**src/rtl/uart_spi_bridge_pkg.sv**
```systemverilog
`default_nettype none
// ============================================================================
// Module   : uart_spi_bridge_pkg
// Brief    : Shared state encoding, frame header and error codes for the
//            UART-to-SPI command controller.
// Revision : 1.0
// ============================================================================
package uart_spi_bridge_pkg;

    typedef enum logic [2:0] {
        ST_IDLE    = 3'd0,
        ST_LEN     = 3'd1,
        ST_PAYLOAD = 3'd2,
        ST_CHK     = 3'd3,
        ST_SEND    = 3'd4,
        ST_WAIT    = 3'd5
    } state_t;

    localparam logic [7:0] HDR_BYTE = 8'hA5;

    localparam logic [1:0] ERR_LEN = 2'b01;
    localparam logic [1:0] ERR_CHK = 2'b10;
    localparam logic [1:0] ERR_TMO = 2'b11;

endpackage
`default_nettype wire

```
**src/rtl/cmd_timeout_timer.sv**
```systemverilog
`default_nettype none
// ============================================================================
// Module   : cmd_timeout_timer
// Brief    : Inter-byte timeout counter with clear/enable and a combinational
//            terminal-count pulse at TIMEOUT_CYC-1.
// Revision : 1.0
// ============================================================================
module cmd_timeout_timer #(
    parameter int TIMEOUT_CYC = 100000
) (
    input  logic clk,
    input  logic rst,
    input  logic clr,
    input  logic en,
    output logic tc
);

    localparam int CW = (TIMEOUT_CYC > 1) ? $clog2(TIMEOUT_CYC) : 1;
    localparam logic [CW-1:0] TC_VAL = CW'(TIMEOUT_CYC - 1);

    logic [CW-1:0] cnt_q;
    logic [CW-1:0] cnt_d;

    assign tc = en && (cnt_q == TC_VAL);

    always_comb begin
        cnt_d = cnt_q;
        if (clr || !en || tc) begin
            cnt_d = '0;
        end else begin
            cnt_d = cnt_q + CW'(1);
        end
    end

    always_ff @(posedge clk or posedge rst) begin
        if (rst) begin
            cnt_q <= '0;
        end else begin
            cnt_q <= cnt_d;
        end
    end

endmodule
`default_nettype wire

```
**src/rtl/uart_spi_cmd_ctrl.sv**
```systemverilog
`default_nettype none
// ============================================================================
// Module   : uart_spi_cmd_ctrl
// Brief    : Parses A5/LEN/payload[/CHK] frames from the UART receiver and
//            replays the payload to the SPI master under one chip select.
//            Optional checksum byte enabled by UART_SPI_CMD_CHECKSUM_EN.
// Revision : 1.0
// ============================================================================
module uart_spi_cmd_ctrl
    import uart_spi_bridge_pkg::*;
#(
    parameter int MAX_LEN     = 8,
    parameter int TIMEOUT_CYC = 100000
) (
    input  logic       clk,
    input  logic       rst,
    input  logic       rx_rdy,
    input  logic [7:0] rx_data,
    output logic       rx_rdy_clr,
    output logic       spi_start,
    output logic [7:0] spi_tx,
    input  logic       spi_busy,
    input  logic       spi_done,
    output logic       spi_cs_n,
    output logic       frame_ok,
    output logic       frame_err,
    output logic [1:0] err_code
);

    localparam int IW = $clog2(MAX_LEN + 1);

    state_t        state_q, state_d;
    logic [IW-1:0] idx_q, idx_d;
    logic [IW-1:0] len_q, len_d;
    logic [7:0]    buf_q [MAX_LEN];
    logic [7:0]    buf_d [MAX_LEN];
    logic          rx_rdy_clr_q, rx_rdy_clr_d;
    logic          spi_start_q, spi_start_d;
    logic [7:0]    spi_tx_q, spi_tx_d;
    logic          spi_cs_n_q, spi_cs_n_d;
    logic          frame_ok_q, frame_ok_d;
    logic          frame_err_q, frame_err_d;
    logic [1:0]    err_code_q, err_code_d;
`ifdef UART_SPI_CMD_CHECKSUM_EN
    logic [7:0]    xor_q, xor_d;
`endif

    logic w_rx_state;
    logic w_accept;
    logic w_timed;
    logic w_tmo;
    logic w_last;

    assign w_rx_state = (state_q == ST_IDLE) || (state_q == ST_LEN) ||
                        (state_q == ST_PAYLOAD) || (state_q == ST_CHK);
    // The clear pulse masks rx_rdy so a byte still flagged is never taken twice.
    assign w_accept   = rx_rdy && !rx_rdy_clr_q && w_rx_state;
    assign w_timed    = (state_q == ST_LEN) || (state_q == ST_PAYLOAD) ||
                        (state_q == ST_CHK);
    assign w_last     = (idx_q == (len_q - IW'(1)));

    cmd_timeout_timer #(
        .TIMEOUT_CYC (TIMEOUT_CYC)
    ) u_timer (
        .clk (clk),
        .rst (rst),
        .clr (w_accept),
        .en  (w_timed),
        .tc  (w_tmo)
    );

    always_comb begin
        state_d      = state_q;
        idx_d        = idx_q;
        len_d        = len_q;
        buf_d        = buf_q;
        rx_rdy_clr_d = w_accept;
        spi_start_d  = 1'b0;
        spi_tx_d     = spi_tx_q;
        spi_cs_n_d   = spi_cs_n_q;
        frame_ok_d   = 1'b0;
        frame_err_d  = 1'b0;
        err_code_d   = err_code_q;
`ifdef UART_SPI_CMD_CHECKSUM_EN
        xor_d        = xor_q;
`endif
        case (state_q)
            ST_IDLE: begin
                if (w_accept && (rx_data == HDR_BYTE)) begin
                    state_d = ST_LEN;
                end
            end
            ST_LEN: begin
                if (w_accept) begin
                    if ((rx_data == 8'd0) || (rx_data > 8'(MAX_LEN))) begin
                        frame_err_d = 1'b1;
                        err_code_d  = ERR_LEN;
                        state_d     = ST_IDLE;
                    end else begin
                        len_d   = rx_data[IW-1:0];
                        idx_d   = '0;
                        state_d = ST_PAYLOAD;
`ifdef UART_SPI_CMD_CHECKSUM_EN
                        xor_d   = rx_data;
`endif
                    end
                end else if (w_tmo) begin
                    frame_err_d = 1'b1;
                    err_code_d  = ERR_TMO;
                    state_d     = ST_IDLE;
                end
            end
            ST_PAYLOAD: begin
                if (w_accept) begin
                    buf_d[idx_q] = rx_data;
`ifdef UART_SPI_CMD_CHECKSUM_EN
                    xor_d = xor_q ^ rx_data;
`endif
                    if (w_last) begin
                        idx_d = '0;
`ifdef UART_SPI_CMD_CHECKSUM_EN
                        state_d = ST_CHK;
`else
                        state_d    = ST_SEND;
                        spi_cs_n_d = 1'b0;
`endif
                    end else begin
                        idx_d = idx_q + IW'(1);
                    end
                end else if (w_tmo) begin
                    frame_err_d = 1'b1;
                    err_code_d  = ERR_TMO;
                    state_d     = ST_IDLE;
                end
            end
            ST_CHK: begin
`ifdef UART_SPI_CMD_CHECKSUM_EN
                if (w_accept) begin
                    if (rx_data == xor_q) begin
                        state_d    = ST_SEND;
                        spi_cs_n_d = 1'b0;
                    end else begin
                        frame_err_d = 1'b1;
                        err_code_d  = ERR_CHK;
                        state_d     = ST_IDLE;
                    end
                end else if (w_tmo) begin
                    frame_err_d = 1'b1;
                    err_code_d  = ERR_TMO;
                    state_d     = ST_IDLE;
                end
`else
                state_d = ST_IDLE;
`endif
            end
            ST_SEND: begin
                if (!spi_busy) begin
                    spi_start_d = 1'b1;
                    spi_tx_d    = buf_q[idx_q];
                    state_d     = ST_WAIT;
                end
            end
            ST_WAIT: begin
                if (spi_done) begin
                    if (w_last) begin
                        spi_cs_n_d = 1'b1;
                        frame_ok_d = 1'b1;
                        state_d    = ST_IDLE;
                    end else begin
                        idx_d   = idx_q + IW'(1);
                        state_d = ST_SEND;
                    end
                end
            end
            default: begin
                state_d = ST_IDLE;
            end
        endcase
    end

    always_ff @(posedge clk or posedge rst) begin
        if (rst) begin
            state_q      <= ST_IDLE;
            idx_q        <= '0;
            len_q        <= '0;
            for (int i = 0; i < MAX_LEN; i++) begin
                buf_q[i] <= '0;
            end
            rx_rdy_clr_q <= 1'b0;
            spi_start_q  <= 1'b0;
            spi_tx_q     <= '0;
            spi_cs_n_q   <= 1'b1;
            frame_ok_q   <= 1'b0;
            frame_err_q  <= 1'b0;
            err_code_q   <= '0;
`ifdef UART_SPI_CMD_CHECKSUM_EN
            xor_q        <= '0;
`endif
        end else begin
            state_q      <= state_d;
            idx_q        <= idx_d;
            len_q        <= len_d;
            buf_q        <= buf_d;
            rx_rdy_clr_q <= rx_rdy_clr_d;
            spi_start_q  <= spi_start_d;
            spi_tx_q     <= spi_tx_d;
            spi_cs_n_q   <= spi_cs_n_d;
            frame_ok_q   <= frame_ok_d;
            frame_err_q  <= frame_err_d;
            err_code_q   <= err_code_d;
`ifdef UART_SPI_CMD_CHECKSUM_EN
            xor_q        <= xor_d;
`endif
        end
    end

    assign rx_rdy_clr = rx_rdy_clr_q;
    assign spi_start  = spi_start_q;
    assign spi_tx     = spi_tx_q;
    assign spi_cs_n   = spi_cs_n_q;
    assign frame_ok   = frame_ok_q;
    assign frame_err  = frame_err_q;
    assign err_code   = err_code_q;

endmodule
`default_nettype wire
```
**config.mk**
```make
export PLATFORM = sky130hd
export DESIGN_NAME = uart_spi_cmd_ctrl
export DESIGN_NICKNAME = d
export VERILOG_FILES = /design/src/rtl/uart_spi_bridge_pkg.sv /design/src/rtl/cmd_timeout_timer.sv /design/src/rtl/uart_spi_cmd_ctrl.sv
export SDC_FILE = /design/constraint.sdc
export NUM_CORES = 1
export LEC_CHECK = 0
export BUFFER_PORTS_ARGS = -buffer_cell sky130_fd_sc_hd__buf_2
export CORE_MARGIN = 2
export CORE_UTILIZATION = 55
export CTS_CLUSTER_SIZE = 25
export DETAILED_ROUTE_END_ITERATION = 8
export GPL_ROUTABILITY_DRIVEN = 0
export PLACE_DENSITY = 0.82
export SYNTH_ARGS = -nofsm -noshare
export SYNTH_HDL_FRONTEND = slang
export SYNTH_SLANG_ARGS = --single-unit
```
**constraint.sdc**
```tcl
create_clock -name clk -period 3.7 [get_ports clk]
set_clock_uncertainty 0.05 [all_clocks]
set_input_delay 0.74 -clock clk [delete_from_list [all_inputs] [get_ports clk]]
set_output_delay 0.74 -clock clk [all_outputs]
set_load 0.05 [all_outputs]
```
# Word level (Yosys, flattened, before mapping)
# Cells that the tools add are included.
totals:
  word_cells: 119
  in_bits: 13
  output_inout_bits: 15
  regBits: 107
classes:
  add_sub_neg: 3
  muxes: 44
  n_lt_le_gt_ge: 3
  eq_ne: 20
  n_bitwise: 3
  reduce_logical: 27
op_table:
  columns: ["cell", "count"]
  rows:
  - ["$bwmux 64", 1]
  - ["$bmux 8 s3", 1]
  - ["$demux 8 s3", 1]
  - ["$mux 3", 8]
  - ["$mux 4", 6]
  - ["$mux 8", 3]
  - ["$ne 2x2->1 const B", 9]
  - ["$add 17x1->17 const B", 1]
  - ["$eq 17x17->1 const B", 1]
  - ["$mux 17", 1]
  - ["$pmux 3 s5", 1]
  - ["$mux 1", 13]
  - ["$pmux 4 s3", 1]
  - ["$mux 2", 5]
  - ["$eq 8x8->1 const B", 1]
  - ["$gt 8x4->1 const B", 1]
  - ["$logic_not 8->1", 1]
  - ["$logic_or 1x1->1", 8]
  - ["$eq 3x2->1 const B", 2]
  - ["$eq 3x3->1 const B", 2]
  - ["$reduce_and 3->1", 2]
  - ["$reduce_and 6->1", 1]
  - ["$ge 5x4->1 const B", 1]
  - ["$logic_and 1x1->1", 5]
  - ["19 further kinds", 24]

# Longest topological paths before layout
# Gate-level depths: netlist of run 1.
depth:
  ltp_word: 8
  ltp_mapped: 8
  ltp_nobuf: 7

# Modules after synthesis
# From an unflattened synthesis of run 1, not the netlist that was laid out.
unflattened:
  hier_cells: 435
  area_unflattened_um2: 5305.1
by_module_without_submodules:
  columns: ["module", "n_inst", "area_each_um2", "cells_per_inst", "seq_area_each_um2"]
  rows:
  - ["uart_spi_cmd_ctrl", 1, 4406.7, 345, 2253.4]
  - ["cmd_timeout_timer", 1, 898.4, 90, 425.4]

# Least setup slack after synthesis of run 1
# OpenSTA, ideal clock, no wires.
synth_path:
  path_type: "input -> register"
  from: "input port rx_data[4]"
  to: "register idx_q[0]"
  slack_ns: 1.161
  t_arrival_ns: 2.364
  path_buffers: 1
  path_stages: 6
  path_cell_list: "clkbuf_1 > or4_1 > nor4_2 > a2bb2oi_2 > o21ai_0 > mux2_2"
synth_via:
  elab_chain_cells: 4
  elab_cells_between_ends: 5
  cone_classes: "order compare: 1; eq/ne: 1; reduce/logical: 3"
synth_lines:
  columns: ["item", "line", "rtl"]
  rows:
  - ["start: declaration", "uart_spi_cmd_ctrl.sv:18", "input logic [7:0] rx_data,"]
  - ["$gt 8x4->1 / $logic_not 8->1 (equally long branches)", "uart_spi_cmd_ctrl.sv:95", "if ((rx_data == 8'd0) || (rx_data > 8'(MAX_LEN))) begin"]
  - ["$logic_or 1x1->1 *", "uart_spi_cmd_ctrl.sv:95", null]
  - ["$ne 2x2->1 (no source line) *", null, null]
  - ["$reduce_and 6->1 (no source line) *", null, null]
  - ["end signal: assignment", "uart_spi_cmd_ctrl.sv:201", "idx_q <= idx_d;"]
  - ["end: declaration", "uart_spi_cmd_ctrl.sv:33", "logic [IW-1:0] idx_q, idx_d;"]
# Every way passes the cells marked *; elsewhere a longest branch is shown, timed or not.
# A chain may end at the register's enable or synchronous reset.

# Worst setup path in the final report of run 1
layout_path:
  from: "register state_q[2]"
  to: "register buf_q[45] (netlist name)"
layout_via:
  elab_chain_cells: 6
  elab_cells_between_ends: 9
  cone_classes: "eq/ne: 3; reduce/logical: 6"
layout_lines:
  columns: ["item", "line", "rtl"]
  rows:
  - ["start: declaration", "uart_spi_cmd_ctrl.sv:32", "state_t state_q, state_d;"]
  - ["start signal: assignment", "uart_spi_cmd_ctrl.sv:200", "state_q <= state_d;"]
  - ["$eq 3x1->1 / $logic_not 3->1 (equally long branches)", "uart_spi_cmd_ctrl.sv:54", "assign w_rx_state = (state_q == ST_IDLE) || (state_q == ST_LEN) ||"]
  - ["$logic_or 1x1->1 (2 in series)", "uart_spi_cmd_ctrl.sv:54", null]
  - ["$logic_or 1x1->1", "uart_spi_cmd_ctrl.sv:55", "(state_q == ST_PAYLOAD) || (state_q == ST_CHK);"]
  - ["$logic_and 1x1->1", "uart_spi_cmd_ctrl.sv:57", "assign w_accept = rx_rdy && !rx_rdy_clr_q && w_rx_state;"]
  - ["$reduce_and 2->1 (no source line) *", null, null]
  - ["end signal: assignment", "uart_spi_cmd_ctrl.sv:203", "buf_q <= buf_d;"]
  - ["end: declaration", "uart_spi_cmd_ctrl.sv:35", "logic [7:0] buf_q [MAX_LEN];"]
# Marks and branches as above.

==> results of run 1 <==
==> sequential cells by signal, summed over array words and instances, names as in the netlist <==
| signal | flops |
|---|---|
| spi_cs_n | 1 |
| state_q | 3 |
| frame_ok | 1 |
| spi_tx | 8 |
| buf_q | 64 |
| len_q | 4 |
| frame_err | 1 |
| spi_start | 1 |
| err_code | 2 |
| idx_q | 4 |
| u_timer.cnt_q | 17 |
| rx_rdy_clr | 1 |
==> critical path, delay by kind of cell, from the launching register on <==
kind / cells / cell delay, ns
mux: 1 / 0.40
simple gates: 4 / 1.67
flops: 1 / 0.55
==> metal layers <==
layer / part of all wire, % / GRT usage, % / vias up
li1: - / - / 1613
met2: 47 / 35.2 / 100
met5: 0 / 0 / -
met3: 4.8 / 4.16 / 20
met1: 45 / 30.6 / 1811
met4: 2.5 / 10.4 / 0
==> worst min path at each step <==
stage | slack [ns] | endpoint | cells after the start
6_report | 0.41 | u_timer.cnt_q[0]$_DFF_PP0_ | 1
5_1_grt | 0.44 | u_timer.cnt_q[0]$_DFF_PP0_ | 1
4_1_cts | 0.42 | u_timer.cnt_q[0]$_DFF_PP0_ | 1
3_5_place_dp | 0.40 | u_timer.cnt_q[0]$_DFF_PP0_ | 1
3_3_place_gp | 0.39 | u_timer.cnt_q[0]$_DFF_PP0_ | 1
2_1_floorplan | 0.37 | u_timer.cnt_q[0]$_DFF_PP0_ | 1
==> power groups by stage <==
stage	registers [mW]	logic (mW)	clock network (mW)
6_report	1.20	0.123	0.670
5_1_grt	1.20	0.138	0.720
4_1_cts	1.20	0.124	0.679
3_5_place_dp	1.22	0.124	0
3_3_place_gp	1.22	0.122	0
2_1_floorplan	1.22	0.0870	0
==> cell usage in the layout, fill, tap and decap left out, drive strengths merged, types with 7 or more instances in the layout <==
| cell | n |
|---|---|
| a22oi | 10 |
| nor2b | 8 |
| nor2 | 49 |
| o21ai | 7 |
| xor2 | 9 |
| nand2 | 9 |
| buf | 35 |
| mux2 | 81 |
| nand3 | 13 |
| inv | 8 |
| clkbuf | 10 |
| and3 | 7 |
| a21oi | 18 |
| nor3 | 8 |
| dfrtp | 106 |
| xnor2 | 10 |
==> stage by stage <==
step                instances  hold slack (ns)  power, mW
detailed placement        556            0.401       1.35
CTS                       571            0.416       2.00
global placement          556            0.390       1.34
finish                    571            0.412       1.99
global route              571            0.437       2.06
floorplan                 433            0.374       1.31
==> layout make-up <==
cell class	instances	share of cell area, %
Inverter	7	0.515
Clock buffer	10	2.46
Multi-Input combinational cell	296	42.4
Tap cell	111	2.49
Clock inverter	5	0.694
Sequential cell	107	48.0
Timing Repair Buffer	35	3.49
==> cells by family (layout without fill, tap and decap cells) <==
| family | count (synthesis) | in the layout | share of synthesized area [%] |
|---|---|---|---|
| muxes | 89 | 89 | 20.2 |
| adders and majority gates | 3 | 3 | 0.728 |
| DFF | 107 | 107 | 51.9 |
| buffers and inverters | 30 | 57 | 2.28 |
| xor gates and xnor gates | 20 | 20 | 3.66 |
| AOI/OAI and AO/OA | 62 | 62 | 8.30 |
| and+or+nand+nor | 122 | 122 | 12.9 |
==> results.txt, run 1 <==
Final setup fails - 0
Number of DRC markers after the initial detailed-route iteration - 191
Placed wire-length estimate after detailed placement - 7010 um
Startpoint of the worst setup timing path - state_q[2]$_DFFE_PP0P_
Fraction of layout instances using a drive strength above 1 - 32.6%
Total routed wirelength - 10700 um
Multi-input combinational cell area - 2370 um^2
Crit end category - register
Number of clock sinks - 107
Initial standard-cell utilization of the core - 56.4%
# resized after CTS - 0
Number of hold violations in the final report - 0
Cell with the biggest individual delay on the critical path - sky130_fd_sc_hd__nor3b_4
Maximum single-stage delay on the critical path - 0.60 ns
Post-route fraction of the period consumed by the critical path - 75.6%
Critical path required time - 3.91 ns
Cell Area, Synth - 5160 um^2
Synthesized flop and latch total - 107
Number of distinct library cells after synthesis - 52
Setup repair after global routing missed its margin - no
Global-route usage over all layers - 22.5%
Cells along the critical path - or3b_4 -> nor3_4 -> nand2b_1 -> nor3b_4 -> mux2_2
Internal cell power - 1.49 mW
IR drop worst, VDD - 0.255 mV
Proportion of power drawn by the clock network - 33.6%
Port Buf Inserts - 27
Clock latency on the worst-skew pair - 0.38 ns
Worst setup path category - reg -> reg
Avg Inst Size Synth - 11.9 um^2
Floorplan core area - 9150 um^2
Chip height - 101 um
Number of instances in the synthesized netlist - 433
Sequential cell fraction of total power - 60.2%
TritonCTS clock tree - built
Beginning of the worst register-to-register path - state_q[2]$_DFFE_PP0P_
Flip-flop cell with the highest count after synthesis - sky130_fd_sc_hd__dfrtp_1
Worst slew margin relative to its limit - 28.1%
Finished Core Util - 61.0%
Total Negative Setup Slacks - 0 ns
Overall die width - 101 um
Most common cell in the synthesized netlist - sky130_fd_sc_hd__dfrtp_1
Instance area at placement - 5410 um^2
Number of buffers on the longest clock path - 2
Yosys top cell by area - sky130_fd_sc_hd__dfrtp_1
Pre-CTS setup slack - 0.727 ns
WL/cell - 18.8 um
Number of global-route vias before repair - 3511
Register-to-register setup slack - 0.90 ns
Status - complete, no violations
Share of the yosys chip area belonging to registers - 51.9%
Synth async-reset ratio - 100%
Yosys warning total - 0
Power density over cell area - 357 nW/um^2
Clock period minus worst slack - 2.80 ns
Leftover overflow at the end of global routing - 0
Portion of total power attributed to combinational logic - 6.2%
Via-per-instance ratio - 6.21
Cell area after layout - 5590 um^2
Transition time at the pin with the least slew margin - 1.08 ns
Register clock-pin slew on the reported worst setup and hold paths - 0.10 ns
Signed area change from the synthesized netlist to the final layout - 8.27%
Kind of start point of the critical path - register
Startpoint of the most critical hold path - u_timer.cnt_q[0]$_DFF_PP0_
Max-capacitance violation count - 0
Hold buffer count at cts - 0
Net total in the final layout - 472
Area occupied by registers - 2680 um^2
Reg-to-reg endpoint - buf_q[45]$_DFFE_PP0P_
Kind of path behind the tightest hold check - reg -> reg
Endpoint arrival time on the critical path - 3.00 ns
Worst-path fanout max - 15
First-pass DRT Iterations - 4
Endpoint of the worst setup timing path - buf_q[45]$_DFFE_PP0P_
Fraction of post-synthesis cell area in the top cell type by area - 51.4%
Static Leak - 2.58 nW
Most area-consuming cells after synthesis - sky130_fd_sc_hd__dfrtp_1 (51%), sky130_fd_sc_hd__mux2_2 (18%), sky130_fd_sc_hd__nor2_1 (3.4%)
Post-route ant nets - 0
Count of unresolved DRC violations after routing - 0
# H-tree levels - 3
Post-synth EDFFs - 0
Rows - 35
Max Clock Freq - 358 MHz
Overall die area - 10200 um^2
Net load switching power - 501 uW
R2R depth - 5
Number of nets in the synthesized netlist - 449
Final worst setup slack - 0.904 ns
Fillcell total - 708
Final number of max-transition violations - 0
Routed via count - 3544
IO Count - 28
Antenna violations before repair - 0
Leading post-synthesis cells by instance count - sky130_fd_sc_hd__dfrtp_1 (106), sky130_fd_sc_hd__mux2_2 (81), sky130_fd_sc_hd__nor2_1 (47)
Fraction of power spent switching nets - 25.1%
Maximum number of pins on one net before global-route repair - 90
Number of buffers added for setup after CTS - 0
First-pass GRT wire length - 17600 um
Diodes inserted - 0
CTS buffer count - 9
Buffer cell driving the clock tree root - sky130_fd_sc_hd__clkbuf_8
(Power assumes the default switching activity.)
==> run 2, diff against run 1 <==
--- a/config.mk
+++ b/config.mk
@@ -5,13 +5,14 @@
 export SDC_FILE = /design/constraint.sdc
 export NUM_CORES = 1
 export LEC_CHECK = 0
+export ABC_AREA = 1
 export BUFFER_PORTS_ARGS = -buffer_cell sky130_fd_sc_hd__buf_2
 export CORE_MARGIN = 2
 export CORE_UTILIZATION = 55
 export CTS_CLUSTER_SIZE = 25
 export DETAILED_ROUTE_END_ITERATION = 8
 export GPL_ROUTABILITY_DRIVEN = 0
-export PLACE_DENSITY = 0.82
+export PLACE_DENSITY = 0.79
 export SYNTH_ARGS = -nofsm -noshare
 export SYNTH_HDL_FRONTEND = slang
 export SYNTH_SLANG_ARGS = --single-unit
==> constraint.sdc (replaced) <==
create_clock -name clk -period 2.6 [get_ports clk]
set_clock_uncertainty 0.05 [all_clocks]
set_input_delay 0.52 -clock clk [delete_from_list [all_inputs] [get_ports clk]]
set_output_delay 0.52 -clock clk [all_outputs]
set_load 0.05 [all_outputs]
==> run 2 against run 1 <==
  * Global-route usage rose by 2.7 points
  * Highest routed layer unchanged
  * Final cell count rose by 43%
  * Non-clock buffer count fell by 4
  * Register-to-register slack got worse by 0.37 ns
  * Clock power rose by 47%
  * Critical path type unchanged
  * Largest cell class unchanged
  * Synthesized area rose by 4.9%
  * Setup slack got worse by 0.37 ns
  * Hold slack got worse by 0.25 ns
  * Critical path depth rose by 1
  * Critical endpoint is now u_timer.cnt_q[5]$_DFF_PP0_
  * Sequential cell count did not move
  * Routed wire length rose by 13%
==> results.txt, run 2 <==
Number of clock sinks - 107
Post-synth EDFFs - 0
Number of distinct library cells after synthesis - 39
Initial standard-cell utilization of the core - 56.1%
Post-route ant nets - 0
Number of instances in the synthesized netlist - 661
IR drop worst, VDD - 0.573 mV
Placed wire-length estimate after detailed placement - 8370 um
Clock latency on the worst-skew pair - 0.40 ns
Worst slew margin relative to its limit - 54.9%
Overall die width - 103 um
Kind of start point of the critical path - register
Fraction of post-synthesis cell area in the top cell type by area - 49.0%
Register clock-pin slew on the reported worst setup and hold paths - 0.11 ns
Finished Core Util - 59.9%
Reg-to-reg endpoint - u_timer.cnt_q[5]$_DFF_PP0_
TritonCTS clock tree - built
Static Leak - 2.68 nW
Total routed wirelength - 12200 um
Top library cells by usage in the layout, fill and taps aside - sky130_fd_sc_hd__nand2_1 (168), sky130_fd_sc_hd__dfrtp_1 (106), sky130_fd_sc_hd__nor2_1 (91)
Register-to-register setup slack - 0.53 ns
Setup repair after global routing missed its margin - no
Cell area after layout - 5770 um^2
Signed area change from the synthesized netlist to the final layout - 6.69%
Count of unresolved DRC violations after routing - 0
# H-tree levels - 3
Port Buf Inserts - 27
# resized after CTS - 0
IO Count - 28
Worst setup path category - reg -> reg
Overall die area - 10600 um^2
Floorplan core area - 9640 um^2
Rows - 36
Most common cell in the synthesized netlist - sky130_fd_sc_hd__nand2_1
Clock period minus worst slack - 2.07 ns
Maximum single-stage delay on the critical path - 0.46 ns
Yosys warning total - 0
Max-capacitance violation count - 0
Startpoint of the worst setup timing path - u_timer.cnt_q[0]$_DFF_PP0_
Power density over cell area - 774 nW/um^2
Number of hold violations in the final report - 0
Transition time at the pin with the least slew margin - 0.676 ns
Kind of path behind the tightest hold check - in -> async
Routed via count - 4497
Final number of max-transition violations - 0
Number of placed instances with taps included - 799
Post-route fraction of the period consumed by the critical path - 79.4%
Endpoint of the worst setup timing path - u_timer.cnt_q[5]$_DFF_PP0_
Beginning of the worst register-to-register path - u_timer.cnt_q[0]$_DFF_PP0_
Number of DRC markers after the initial detailed-route iteration - 268
CTS buffer count - 9
Maximum number of pins on one net before global-route repair - 45
Status - complete, no violations
Max Clock Freq - 484 MHz
Share of the yosys chip area belonging to registers - 49.5%
Antenna violations before repair - 0
Number of global-route vias before repair - 4244
Via-per-instance ratio - 5.52
Cells along the critical path - ha_1 -> nand4_1 -> inv_1 -> nand3_2 -> nand4_1 -> nor3_1
Cell Area, Synth - 5410 um^2
WL/cell - 14.9 um
Leading cell type in the layout, fill and taps excluded - sky130_fd_sc_hd__nand2_1
Number of nets in the synthesized netlist - 677
Number of buffers on the longest clock path - 2
Diodes inserted - 0
Avg Inst Size Synth - 8.18 um^2
First-pass GRT wire length - 20400 um
Critical path required time - 2.83 ns
Pre-CTS setup slack - 0.588 ns
Total Negative Setup Slacks - 0 ns
Global-route usage over all layers - 25.2%
Flip-flop cell with the highest count after synthesis - sky130_fd_sc_hd__dfrtp_1
Final setup fails - 0
Fraction of layout instances using a drive strength above 1 - 12.0%
Chip height - 103 um
Worst-path fanout max - 13
Yosys top cell by area - sky130_fd_sc_hd__dfrtp_1
Buffer cell driving the clock tree root - sky130_fd_sc_hd__clkbuf_8
Cell with the biggest individual delay on the critical path - sky130_fd_sc_hd__nand4_1
Flip-flop count of the largest register, all copies and words added - 64
Critical Path Most Common Cell - sky130_fd_sc_hd__nand4_1
R2R depth - 6
Synth async-reset ratio - 100%
Final worst setup slack - 0.535 ns
Number of buffers added for setup after CTS - 0
Instance area at placement - 5590 um^2
Hold buffer count at cts - 0
Synthesized flop and latch total - 107
Count of non-filler cells in the finished layout - 815
Largest Register - buf_q
Leading post-synthesis cells by instance count - sky130_fd_sc_hd__nand2_1 (168), sky130_fd_sc_hd__dfrtp_1 (106), sky130_fd_sc_hd__nor2_1 (91)
Net total in the final layout - 693
Crit end category - register
First-pass DRT Iterations - 7
Endpoint arrival time on the critical path - 2.30 ns
Most area-consuming cells after synthesis - sky130_fd_sc_hd__dfrtp_1 (49%), sky130_fd_sc_hd__nand2_1 (12%), sky130_fd_sc_hd__nor2_1 (6.3%)
Leftover overflow at the end of global routing - 0
==> run 2: cell types whose count changed after synthesis, sizes merged, moves of 9 or more <==
cell	change
a21oi	-12
a22oi	-10
buf	+10
inv	+50
mux2	-81
nand2	+160
nand3	+19
nor2	+49
o21ai	+103
xnor2	-9
==> run 2: power breakdown <==
part	switching, mW	internal [mW]
clock	0.621	0.367
combinational	1.09	0.453
sequential	0.119	1.82
total	1.83	2.64
==> run 2: cells by family (layout without fill, tap and decap cells) <==
family / Yosys count / count (layout) / share of synthesized area [%]
simple gates: 324 / 324 / 27.2
compound gates: 136 / 136 / 13.9
flops: 107 / 107 / 49.5
buf+inv: 83 / 104 / 7.38
xor+xnor: 8 / 8 / 1.30
fa+ha+maj: 3 / 3 / 0.694
==> run 2: cell type report <==
| type | count | area (um^2) |
|---|---|---|
| inverters | 57 | 220 |
| clock inverters | 7 | 60.1 |
| multi-input cells | 471 | 2330 |
| fillers | 889 | 3870 |
| repair buffers | 31 | 190 |
| well taps | 133 | 166 |
| clock buffers | 9 | 124 |
| flip-flops and latches | 107 | 2680 |
==> run 2: worst max-delay path, delay by kind of cell (launching register included) <==
family	cells	cell delay, ns
flops	1	0.41
simple gates	4	1.14
fa+ha+maj	1	0.25
buf+inv	1	0.10
==> run 2: worst min path at each step <==
| stage | start | slack (ns) | endpoint |
|---|---|---|---|
| 6_report | rst | 0.16 | buf_q[39]$_DFFE_PP0P_ |
| 5_1_grt | rst | 0.18 | buf_q[39]$_DFFE_PP0P_ |
| 4_1_cts | rst | 0.16 | buf_q[39]$_DFFE_PP0P_ |
| 3_5_place_dp | u_timer.cnt_q[0]$_DFF_PP0_ | 0.40 | u_timer.cnt_q[0]$_DFF_PP0_ |
| 3_3_place_gp | u_timer.cnt_q[0]$_DFF_PP0_ | 0.40 | u_timer.cnt_q[0]$_DFF_PP0_ |
| 2_1_floorplan | u_timer.cnt_q[0]$_DFF_PP0_ | 0.38 | u_timer.cnt_q[0]$_DFF_PP0_ |
==> run 2: per-stage QoR <==
stage	total power, mW	hold slack (ns)
2_1_floorplan	3.16	0.382
5_1_grt	4.75	0.183
4_1_cts	4.49	0.162
3_5_place_dp	3.50	0.402
6_report	4.47	0.161
3_3_place_gp	3.45	0.397
==> run 2: per-layer routing <==
layer	track usage, %	vias up	part of all wire [%]
met1	32.6	2152	43
li1	-	2182	-
met5	0	-	0
met3	7.33	31	5.6
met2	40.2	132	49
met4	10.4	0	2.8
